===== config.mk =====
export PLATFORM = sky130hd
export DESIGN_NAME = regfile
export DESIGN_NICKNAME = d
export VERILOG_FILES = /design/src/rtl/regfile.sv
export SDC_FILE = /design/constraint.sdc
export NUM_CORES = 2
export LEC_CHECK = 0
export ABC_AREA = 0
export BUFFER_PORTS_ARGS = -buffer_cell sky130_fd_sc_hd__buf_2
export CAP_MARGIN = 20
export CORE_ASPECT_RATIO = 1.25
export CORE_MARGIN = 1.5
export CORE_UTILIZATION = 65
export CTS_BUF_LIST = sky130_fd_sc_hd__clkbuf_8
export DETAILED_ROUTE_END_ITERATION = 10
export PLACE_DENSITY = 0.82
export SKIP_LAST_GASP = 1
export SLEW_MARGIN = 10
export SYNTH_ARGS = -nofsm -noshare
export SYNTH_HDL_FRONTEND = slang
export SYNTH_SLANG_ARGS = --single-unit

===== constraint.sdc =====
create_clock -name clk -period 2.8 [get_ports clk]
set_input_delay 0.28 -clock clk [delete_from_list [all_inputs] [get_ports clk]]
set_output_delay 0.28 -clock clk [all_outputs]
set_load 0.05 [all_outputs]

===== src/rtl/regfile.sv =====
// Two-read, one-write register file with register 0 hardwired to zero,
// same-cycle write-through bypass on both read ports, and a registered write-busy flag.
module regfile #(
  parameter int DATA_W = 32,
  parameter int ADDR_W = 5,
  parameter int NREG   = 32
) (
  input  logic              clk,
  input  logic              rst,
  input  logic              we,
  input  logic [ADDR_W-1:0] waddr,
  input  logic [DATA_W-1:0] wdata,
  input  logic              re1,
  input  logic [ADDR_W-1:0] raddr1,
  output logic [DATA_W-1:0] rdata1,
  input  logic              re2,
  input  logic [ADDR_W-1:0] raddr2,
  output logic [DATA_W-1:0] rdata2,
  output logic              wr_busy
);

  logic [DATA_W-1:0] mem [NREG];
  logic              wr_accept;

  assign wr_accept = we && (waddr != '0);

  always_ff @(posedge clk or negedge rst) begin
    if (!rst) begin
      mem     <= '{default: '0};
      wr_busy <= 1'b0;
    end else begin
      wr_busy <= wr_accept;
      if (wr_accept) begin
        mem[waddr] <= wdata;
      end
    end
  end

  // Bypass is checked ahead of storage so a read in the write cycle sees the new value.
  always_comb begin
    rdata1 = '0;
    if (rst && re1 && (raddr1 != '0)) begin
      if (we && (waddr == raddr1)) begin
        rdata1 = wdata;
      end else begin
        rdata1 = mem[raddr1];
      end
    end
  end

  always_comb begin
    rdata2 = '0;
    if (rst && re2 && (raddr2 != '0)) begin
      if (we && (waddr == raddr2)) begin
        rdata2 = wdata;
      end else begin
        rdata2 = mem[raddr2];
      end
    end
  end

endmodule


==> results.cfg <==
[timing]
slew_violations = 0
hold_violations = 0
rsz0062_at_grt = yes
max_freq_mhz = 336
setup_slack_ns = -0.173
tightest_slew_ns = 1.07
timing.final.crit_share = 1.06
finalClockSkew_ns = 0
slew_headroom = 0.285
setup_violations = 53
period_minus_slack_ns = 2.97

[power_and_ir_drop]
p_sw_mw = 12.5
p_seq_frac = 0.463
p_comb_frac = 0.227
ir_drop_v = 0.000634
power.leakage_nw = 27.6
cellPowerDensity_nw_per_um2 = 672
power.share.clock = 0.310
swShare = 0.293
p_int_mw = 30.1

[placement]
dp_slack_ns = -0.0263
port_buffers = 116
place_hpwl_um = 99500
gp_congestion = 0.878
placed_area_sq_um = 58500

[die]
fp.dieW_um = 264
die_h_um = 329
rows = 119
initial_core_util = 0.656
die_area_sq_um = 86600
io_pins = 117
core_area_sq_um = 84100

[yosys]
netlist.area_leader.share = 0.465
synth_edf_count = 0
syn_nets = 3943
synth_seq_cells = 1025
synth.most_common_cell = mux2_2
syn_area_per_cell_sq_um = 14.2
synth.yosys.seq_area_share = 0.465
ys.flop_type = dfrtp_1
ys_top_cells_by_count = mux2_2 (1086), dfrtp_1 (1025), mux4_2 (339)
netlist_area_sq_um = 55200
synth_area_leaders = dfrtp_1 (47%), mux2_2 (22%), mux4_2 (14%), mux2i_1 (4.6%), a221oi_1 (2.0%)
syn-instance-count = 3891
ys_types = 40
netlist.top_cell.by_area = dfrtp_1
async_reset_ff_frac = 1.00
yosysWarnings = 0

[setup_path]
end_kind = output pin
path_class = reg -> out
crit_family = compound AO/OA/AOI/OAI gates
crit_top_cell = buf_12
crit_required_ns = 2.52
cp-start-kind = flop
critical_path_peak_fanout = 3
cp_num_buf_inv = 2
worstPathArrival_ns = 2.69
cp_slowest_cell = mux4_2
reg2reg_depth = 3
path_cells = mux4_2 -> a22oi_2 -> o21ai_2 -> a221o_1 -> buf_12 -> buf_12
worst-path-stages = 6
critical_path.max_stage_delay_ns = 0.46

[status]
outcome = finished with violations
violations = setup timing

[final_layout]
regArea_sq_um = 25600
fin_area_sq_um = 63400
n_fill_cell = 4735
multiInputGateArea_sq_um = 28800
nNetsFinal = 4022
drive_gt1_frac = 0.566
area_delta_synth_final_pct = 15.0

[min_path]
hold_class = in -> reg
holdPathStages = 2

[clocking]
cts_buffers = 162
clkLatencyLatePin_ns = 0.82
clkSinkCount = 1025
cts_root_buffer = clkbuf_8
htree_levels = 4
path_clk_slew_ns = 0.07
cts_tree = done
cts.path.max_buffers = 3

[detailed_routing]
wirelength_um = 172000
drt_iter0_markers = 4448
firstDrtPassIters = 8
wl_per_cell_um = 33.1
post-route-drc-count = 0
routed_via_density = 7.52
ant_nets = 0
route.vias.total = 39007

[grt]
antenna_found_initial = 7
grt_overflow = 0
first_global_vias = 40880
grt_start_max_net_pins = 180
grt_pass1_wl_um = 259000
grt_usage = 0.404

[run]
drv_cap = 0
==> routing by layer <==
metal	track usage	vias up	share of wire
li1	-	15301	-
met1	0.499	20137	0.35
met2	0.620	2678	0.46
met3	0.120	885	0.12
met4	0.270	6	0.073
met5	0	-	0.00024
==> area by class of cell <==
cell class | count | share of cell area
flip-flops and latches | 1025 | 0.404
inverters | 5 | 0.000335
multi-input cells | 2414 | 0.454
clock buffers | 210 | 0.0456
repair buffers | 362 | 0.0666
well taps | 1089 | 0.0215
diodes | 5 | 0.000197
clock inverters | 78 | 0.00732
==> what timing repair did <==
item,in CTS,in global routing
gates resized for setup,237,89
pin swaps,134,65
hold buffers,5,0
setup buffers,15,10
hold endpoints to repair,153,0
setup endpoints to repair,64,64
==> worst paths after layout <==
| path | startpoint | to | slack (ns) |
|---|---|---|---|
| worst max-delay path | mem[476] | rdata2[28] | -0.17 |
| worst min-delay path | wdata[18] | mem[210] | 0.08 |
| worst max register to register | mem[395] | mem[395] | 1.75 |
| worst min register to register | mem[996] | mem[996] | 0.40 |
| max in group asynchronous | rst | mem[762] | 0.99 |
| min in group asynchronous | rst | mem[54] | 0.10 |
==> power by group through the flow <==
stage	sequential [mW]	clock, mW	combinational [mW]
finish	19.8	13.2	9.66
global route	20.1	13.9	10.2
CTS	19.7	13.3	9.32
detailed placement	19.9	0	8.83
global placement	19.6	0	8.52
floorplan	19.2	0	6.72
==> metrics by stage <==
stage / instances / setup TNS (ns) / util / hold slack, ns / total power [mW]
after floorplan: 3891 / 0 / - / -0.0156 / 25.9
after global placement: 4878 / 0 / 0.695 / 0.377 / 28.1
after detailed placement: 4878 / -0.0263 / 0.695 / 0.384 / 28.7
after CTS: 5173 / -4.80 / 0.748 / 0.0217 / 42.3
after global routing: 5186 / -6.63 / 0.754 / 0.0774 / 44.2
final: 5188 / -3.47 / 0.754 / 0.0774 / 42.6
==> worst register-to-register path: stages, from the launching register on <==
cell	delay (ns)
dfrtp_1	0.41
buf_4	0.15
buf_4	0.12
mux2_2	0.25
==> sequential cells by signal (all words and copies together) (netlist names) <==
register and cells:
mem 1024, wr_busy 1
==> logic make-up (layout without fill, tap and decap cells) <==
kind of cell | Yosys count | after routing | synth area share
multiplexers | 1679 | 1679 | 0.406
flip-flops | 1025 | 1025 | 0.465
AO/OA/AOI/OAI | 569 | 569 | 0.0751
buffers and inverters | 452 | 655 | 0.0396
AND/OR/NAND/NOR | 156 | 156 | 0.0124
XOR/XNOR | 10 | 10 | 0.00159
other | 0 | 5 | 0
==> cell usage in the layout (no fill, tap or decap), types with 26 or more instances in the layout <==
cell | netlist | routed
mux2_2 | 1086 | 1086
dfrtp_1 | 1025 | 1025
mux4_2 | 339 | 339
mux2i_1 | 254 | 254
clkbuf_8 | 0 | 210
buf_4 | 18 | 158
buf_12 | 0 | 116
a22oi_2 | 0 | 95
a221oi_2 | 0 | 70
nor2_1 | 89 | 69
o21ai_0 | 80 | 65
inv_1 | 3 | 55
a221oi_1 | 124 | 54
a221o_1 | 62 | 53
o221ai_1 | 47 | 47
o21ai_1 | 59 | 47
buf_2 | 106 | 46
a21oi_2 | 0 | 35
buf_6 | 37 | 32
a22oi_1 | 126 | 31
o21ai_2 | 0 | 27
a21oi_1 | 64 | 26
Power figures use the tool's default switching activity.
